File: src/rtl/sync_fifo_param.sv
// Parametrised single-clock FIFO with occupancy count, almost thresholds and sticky error flags.
// Define SYNC_FIFO_FWFT_EN for first-word fall-through reads; default build uses a registered read.
module sync_fifo_param #(
    parameter int DATA_W    = 8,
    parameter int DEPTH     = 8,
    parameter int AE_THRESH = 1,
    parameter int AF_THRESH = 7
) (
    input  logic                       clk_i,
    input  logic                       rst_i,
    input  logic                       push_i,
    input  logic                       pop_i,
    input  logic [DATA_W-1:0]          data_in_i,
    input  logic                       clr_err_i,
    output logic [DATA_W-1:0]          data_out_o,
    output logic                       empty_o,
    output logic                       almost_empty_o,
    output logic                       full_o,
    output logic                       almost_full_o,
    output logic [$clog2(DEPTH):0]     count_o,
    output logic                       overflow_o,
    output logic                       underflow_o
);

    localparam int ADDR_W = $clog2(DEPTH);
    localparam int CNT_W  = ADDR_W + 1;

    localparam logic [CNT_W-1:0] CNT_FULL = CNT_W'(DEPTH);
    localparam logic [CNT_W-1:0] CNT_AE   = CNT_W'(AE_THRESH);
    localparam logic [CNT_W-1:0] CNT_AF   = CNT_W'(AF_THRESH);

    logic [DATA_W-1:0] mem [DEPTH];

    logic [ADDR_W-1:0] wr_ptr_q, wr_ptr_d;
    logic [ADDR_W-1:0] rd_ptr_q, rd_ptr_d;
    logic [CNT_W-1:0]  count_q, count_d;
    logic              overflow_q, overflow_d;
    logic              underflow_q, underflow_d;

    logic empty_w, full_w;
    logic push_ok, pop_ok;

    assign empty_w = (count_q == '0);
    assign full_w  = (count_q == CNT_FULL);

    // A push into a full FIFO is only legal when a pop frees a slot in the same cycle.
    assign pop_ok  = pop_i & ~empty_w;
    assign push_ok = push_i & (~full_w | pop_ok);

    always_comb begin
        wr_ptr_d    = wr_ptr_q;
        rd_ptr_d    = rd_ptr_q;
        count_d     = count_q;
        overflow_d  = overflow_q & ~clr_err_i;
        underflow_d = underflow_q & ~clr_err_i;

        if (push_ok) begin
            wr_ptr_d = wr_ptr_q + ADDR_W'(1);
        end
        if (pop_ok) begin
            rd_ptr_d = rd_ptr_q + ADDR_W'(1);
        end

        case ({push_ok, pop_ok})
            2'b10:   count_d = count_q + CNT_W'(1);
            2'b01:   count_d = count_q - CNT_W'(1);
            default: count_d = count_q;
        endcase

        // A fresh error outranks clr_err in the same cycle.
        if (push_i & ~push_ok) begin
            overflow_d = 1'b1;
        end
        if (pop_i & ~pop_ok) begin
            underflow_d = 1'b1;
        end
    end

    always_ff @(posedge clk_i) begin
        if (rst_i) begin
            wr_ptr_q    <= '0;
            rd_ptr_q    <= '0;
            count_q     <= '0;
            overflow_q  <= 1'b0;
            underflow_q <= 1'b0;
        end else begin
            wr_ptr_q    <= wr_ptr_d;
            rd_ptr_q    <= rd_ptr_d;
            count_q     <= count_d;
            overflow_q  <= overflow_d;
            underflow_q <= underflow_d;
        end
    end

    always_ff @(posedge clk_i) begin
        if (!rst_i && push_ok) begin
            mem[wr_ptr_q] <= data_in_i;
        end
    end

`ifdef SYNC_FIFO_FWFT_EN
    always_comb begin
        data_out_o = '0;
        if (!empty_w) begin
            data_out_o = mem[rd_ptr_q];
        end
    end
`else
    logic [DATA_W-1:0] data_out_q;

    always_ff @(posedge clk_i) begin
        if (rst_i) begin
            data_out_q <= '0;
        end else if (pop_ok) begin
            data_out_q <= mem[rd_ptr_q];
        end
    end

    assign data_out_o = data_out_q;
`endif

    assign empty_o        = empty_w;
    assign full_o         = full_w;
    assign almost_empty_o = (count_q <= CNT_AE);
    assign almost_full_o  = (count_q >= CNT_AF);
    assign count_o        = count_q;
    assign overflow_o     = overflow_q;
    assign underflow_o    = underflow_q;

endmodule
File: config.mk
export PLATFORM = sky130hd
export DESIGN_NAME = sync_fifo_param
export DESIGN_NICKNAME = d
export VERILOG_FILES = /design/src/rtl/sync_fifo_param.sv
export SDC_FILE = /design/constraint.sdc
export NUM_CORES = 1
export LEC_CHECK = 0
export BUFFER_PORTS_ARGS = -buffer_cell sky130_fd_sc_hd__buf_2
export CAP_MARGIN = 10
export CORE_MARGIN = 2
export CORE_UTILIZATION = 35
export DETAILED_ROUTE_END_ITERATION = 10
export SLEW_MARGIN = 20
export SYNTH_ARGS = -nofsm -noshare
export SYNTH_HDL_FRONTEND = slang
export SYNTH_SLANG_ARGS = --single-unit
File: constraint.sdc
create_clock -name clk_i -period 3.2 [get_ports clk_i]
set_input_delay 0.8 -clock clk_i [delete_from_list [all_inputs] [get_ports clk_i]]
set_output_delay 0.8 -clock clk_i [all_outputs]
set_load 0.02 [all_outputs]
==> results.cfg, run 1 <==
[status]
outcome = complete, no violations

[power]
power.density_mw_per_mm2 = 727
p_leak_uw = 0.00139
switchingPower_uw = 935
combPwrFrac = 0.272
seq_power_share = 0.468
p_int_uw = 1980
p_clk_frac = 0.260
switching_share = 0.321
peakVddDrop_uv = 194

[worst_setup_path]
critPathLaunchType = flip-flop
cp_slowest_cell = or3b_4
path_cells = inv_1 -> ha_1 -> or3b_4 -> inv_2 -> buf_2
end_kind = output pin
cpPeakStageDelay_ns = 0.41
cp.arrival_ns = 1.74
reg2reg_setup_slack_ns = 0.87
worstPathMaxFanout = 7
worstPathRequired_ns = 2.40
crit_type = reg2out

[clock_tree]
clk_path_buf_depth = 2
post_cts_resized = 0
cts_tree = built
clk_latency_ns = 0.36
cts.clk_slew.worst_paths_ns = 0.08
cts.hold.buffers_added = 0
post-cts-setup-buffers = 0
cts_made_buffers = 9
cts_root_buf = clkbuf_8
htree_levels = 3
clock_sinks = 84

[timing]
fin_crit_ns = 2.54
slew_viol_final = 0
tightest_slew_ns = 0.766
min_period_over_period = 0.794
hold_violations = 0
fin_hold_ws_ns = 0.469
max_freq_mhz = 394
setup_tns_ns = 0
slew_headroom = 0.489
finalSetupViolCount = 0
rsz0062_at_grt = no
finClkSkew_ns = 0.00891

[yosys]
synth_warnings = 0
synth_area_mm2 = 0.00349
syn_nets = 248
synth_seq_cells = 84
ys.flop_type = edfxtp_1
synth_top_area_frac = 0.551
synth.distinct_cells = 39
synth_edf_count = 64
syn_avg_cell_area_um2 = 15.2
synth.largest_area_cell = edfxtp_1
postSynth.asyncResetShare = 0
ys_seq_area_frac = 0.666
synth_area_leaders = edfxtp_1 (55%), dfxtp_1 (11%), mux4_2 (5.8%)
syn_inst = 229

[floorplanning]
die-area_mm2 = 0.0108
design.core.area_mm2 = 0.00973
rows = 36
ios = 31
initial_core_util = 0.358
die_w_um = 104
die_y_um = 104

[global_route]
grt-ovfl-total = 0
track_usage = 0.133
grt_pass1_vias = 1995
grt_max_degree = 25
antenna_found_initial = 0
grt_pass1_wl_um = 10600

[placed_design]
gp_congestion = 0.816
portBuffers = 30
hpwlAfterDp_um = 4430

[final_layout]
diodes = 0
drive_above_1_share = 0.264
final_nets = 287
syn_to_final_growth_pct = 15.0

[route]
dr.pass1.iters = 4
vias_per_cell = 4.82
wire_per_inst_um = 16.1
drt_iter0_markers = 87
vias = 1956
wirelength_um = 6530
ant_nets = 0
drc_errors = 0

[job]
maxCapViolCount = 0

[min_path]
min_path_type = reg2reg
## layer usage
| metal | track usage | routed length, um | vias to the layer above |
|---|---|---|---|
| met4 | 0.0705 | 141 | 0 |
| met5 | 0 | 0 | - |
| met1 | 0.168 | 3100 | 964 |
| li1 | - | - | 958 |
| met2 | 0.211 | 3110 | 22 |
| met3 | 0.0327 | 180 | 12 |
## layout make-up
class / count / area [um2]
inverter: 5 / 18.8
fill: 917 / 5720
tap: 133 / 166
sequential: 84 / 2320
clock buffer: 10 / 128
timing repair buffer: 39 / 218
clock inverter: 6 / 72.6
multi-input combinational: 129 / 1080
## cells in the final DEF, fill, tap and decap left out, drive strengths merged, types with 3 or more instances in the layout
master | Yosys | layout
edfxtp | 64 | 64
buf | 7 | 39
nor2 | 20 | 20
dfxtp | 20 | 20
mux2i | 18 | 18
nand2b | 12 | 12
clkbuf | 4 | 10
mux4 | 9 | 9
a22oi | 7 | 7
a32o | 7 | 7
inv | 5 | 7
a21oi | 6 | 6
ha | 6 | 6
nor2b | 6 | 6
nand2 | 5 | 5
nor3 | 4 | 4
a211oi | 4 | 4
nand3 | 3 | 3
clkinvlp | 0 | 3
## synthesized netlist by cell type (5+ instances only)
| cell type | number |
|---|---|
| a22oi_1 | 7 |
| a32o_1 | 7 |
| mux4_2 | 9 |
| mux2i_1 | 18 |
| nor2b_1 | 5 |
| a21oi_1 | 6 |
| nor2_1 | 20 |
| nand2_1 | 5 |
| dfxtp_1 | 20 |
| edfxtp_1 | 64 |
| ha_1 | 6 |
| nand2b_1 | 12 |
## power groups by stage
| stage | Sequential [uW] | Combinational (uW) | Clock, uW |
|---|---|---|---|
| 6_report | 1360 | 794 | 758 |
| 3_5_place_dp | 1390 | 804 | 0 |
| 3_3_place_gp | 1390 | 795 | 0 |
| 4_1_cts | 1370 | 807 | 778 |
| 2_1_floorplan | 1410 | 584 | 0 |
| 5_1_grt | 1380 | 879 | 820 |
## through the flow
| step | instances | setup WS [ns] | total power (uW) | util | instance area, um2 |
|---|---|---|---|---|---|
| after CTS | 406 | 0.634 | 2950 | 0.412 | 4010 |
| final | 406 | 0.659 | 2920 | 0.412 | 4010 |
| after global placement | 390 | 0.907 | 2190 | 0.392 | 3810 |
| after floorplan | 229 | 0.512 | 1990 | - | 3490 |
| after global routing | 406 | 0.517 | 3080 | 0.412 | 4010 |
| after detailed placement | 390 | 0.861 | 2200 | 0.392 | 3810 |
## worst paths after layout
kind / from / to / depth (start not counted)
worst max register to register: count_o[0] / mem[5][3] / 7
worst max-delay path: count_o[0] / empty_o / 5
worst min-delay path: data_out_o[1] / data_out_o[1] / 1
worst min register to register: data_out_o[1] / data_out_o[1] / 1
## state kept, by name, indices dropped and copies added (netlist names)
signal / flops
mem: 64
rd_ptr_q: 3
underflow_o: 1
overflow_o: 1
data_out_o: 8
wr_ptr_q: 3
count_o: 4
## worst max-delay path: cells and delay by family (launching register included)
kind | cells | cell delay (ns)
buf+inv | 3 | 0.38
simple gates | 1 | 0.41
fa+ha+maj | 1 | 0.21
flops | 1 | 0.38
## kinds of logic after synthesis
kind of cell | synth area share
compound gates | 0.0603
mux | 0.116
simple gates | 0.0994
buf+inv | 0.0262
xor+xnor | 0.0101
flops | 0.666
fa+ha+maj | 0.0215
(Power assumes the default switching activity.)
==> run 2: changes to the inputs <==
- clock period: 3.2 -> 2.65 ns (I/O delays scaled with it)
==> results.cfg, run 2 (same netlist as run 1, synthesis figures left out) <==
[floorplanning]
die_w_um = 104
initial_core_util = 0.358
design.core.area_mm2 = 0.00973
ios = 31
rows = 36
die-area_mm2 = 0.0108
die_y_um = 104

[global_route]
grt_pass1_vias = 2033
track_usage = 0.132
grt_pass1_wl_um = 10800
antenna_found_initial = 0
grt-ovfl-total = 0
grt_max_degree = 25

[job]
maxCapViolCount = 0

[worst_setup_path]
end_kind = output pin
worstPathRequired_ns = 1.99
reg2reg_depth = 7
crit_type = reg2out
reg2reg_setup_slack_ns = 0.44
r2r-end = mem[4][2]
cp.arrival_ns = 1.69
worstPathMaxFanout = 6
critPathLaunchType = flip-flop
r2r_start = count_o[0]

[route]
drc_errors = 0
wirelength_um = 6720
vias = 2014
drt_iter0_markers = 84
wire_per_inst_um = 16.5
dr.pass1.iters = 4
ant_nets = 0
vias_per_cell = 4.95

[final_layout]
largest_reg_flops = 64
nFillCells = 900
ff_latch_area_mm2 = 0.00232
final_nets = 288
layout_commonest_cell = edfxtp_1
top_register = mem
drive_above_1_share = 0.266
diodes = 0
layout_common_cells = edfxtp_1 (64), buf_2 (30), nor2_1 (20), dfxtp_1 (20), mux2i_1 (18)
multi_input_area_mm2 = 0.00108
syn_to_final_growth_pct = 15.3

[power]
peakVddDrop_uv = 276
p_leak_uw = 0.00140
total_power_uw = 3540
power.density_mw_per_mm2 = 881

[min_path]
hold_depth = 1
min-delay-start = data_out_o[2]
min_path_type = reg2reg
hold_end = data_out_o[2]

[clock_tree]
post-cts-setup-buffers = 0
cts.hold.buffers_added = 0
clk_latency_ns = 0.35
cts_made_buffers = 9
clk_path_buf_depth = 2
htree_levels = 3
post_cts_resized = 0
clock_sinks = 84
cts.clk_slew.worst_paths_ns = 0.09
cts_root_buf = clkbuf_8
cts_tree = built

[timing]
hold_violations = 0
fin_crit_ns = 2.36
max_freq_mhz = 424
fin_hold_ws_ns = 0.477
tightest_slew_ns = 0.578
slew_viol_final = 0
finalSetupViolCount = 0
slew_headroom = 0.614
rsz0062_at_grt = no
setup_tns_ns = 0
setup_ws_ns = 0.294
finClkSkew_ns = 0.0111
min_period_over_period = 0.889

[placed_design]
gp_congestion = 0.802
portBuffers = 30
hpwlAfterDp_um = 4550
post-place-ws_ns = 0.478

[status]
outcome = complete, no violations
==> run 2: cell count changes in the layout (fill, tap and decap cells not counted) <==
| cell | previous run | this run |
|---|---|---|
| clkinvlp_4 | 3 | 1 |
| clkinv_4 | 0 | 2 |
| inv_8 | 1 | 0 |
| buf_4 | 9 | 10 |
| inv_6 | 1 | 2 |
==> run 2: how the worst max path moves through the flow <==
stage | start | to | slack (ns) | cells after the start
after floorplan | count_o[0] | mem[5][0] | 0.16 | 6
after global placement | count_o[0] | mem[4][1] | 0.53 | 7
after detailed placement | pop_i | mem[4][5] | 0.48 | 6
after CTS | count_o[1] | empty_o | 0.28 | 5
after global routing | count_o[0] | empty_o | 0.17 | 5
final | count_o[1] | empty_o | 0.29 | 5
==> run 2: area by class of cell <==
type | count | share of cell area
multi-input cells | 129 | 0.270
clock buffers | 10 | 0.0318
inverters | 5 | 0.00467
flip-flops and latches | 84 | 0.578
clock inverters | 6 | 0.0181
repair buffers | 40 | 0.0561
well taps | 133 | 0.0414
==> run 2: metal layers <==
layer / global-route usage / up-vias / share of wire / wire length [um]
met5: 0 / - / 0 / 0
met4: 0.0637 / 0 / 0.019 / 128
met3: 0.0271 / 9 / 0.035 / 232
met2: 0.218 / 36 / 0.49 / 3290
met1: 0.166 / 1013 / 0.46 / 3070
li1: - / 956 / - / -
==> run 2: power by group <==
part | switching, uW | internal [uW]
combinational | 564 | 432
clock | 476 | 446
sequential | 101 | 1520
==> run 2: worst max-delay path: stages (launching register included) <==
cell	delay, ns
dfxtp_1	0.37
inv_1	0.12
ha_1	0.19
or3b_4	0.40
inv_2	0.09
buf_2	0.17
==> run 2: through the flow <==
| stage | utilization | std cells | instance area (um2) |
|---|---|---|---|
| 2_1_floorplan | - | 229 | 3500 |
| 3_3_place_gp | 0.392 | 391 | 3820 |
| 3_5_place_dp | 0.392 | 391 | 3820 |
| 4_1_cts | 0.413 | 407 | 4020 |
| 5_1_grt | 0.413 | 407 | 4020 |
| 6_report | 0.413 | 407 | 4020 |
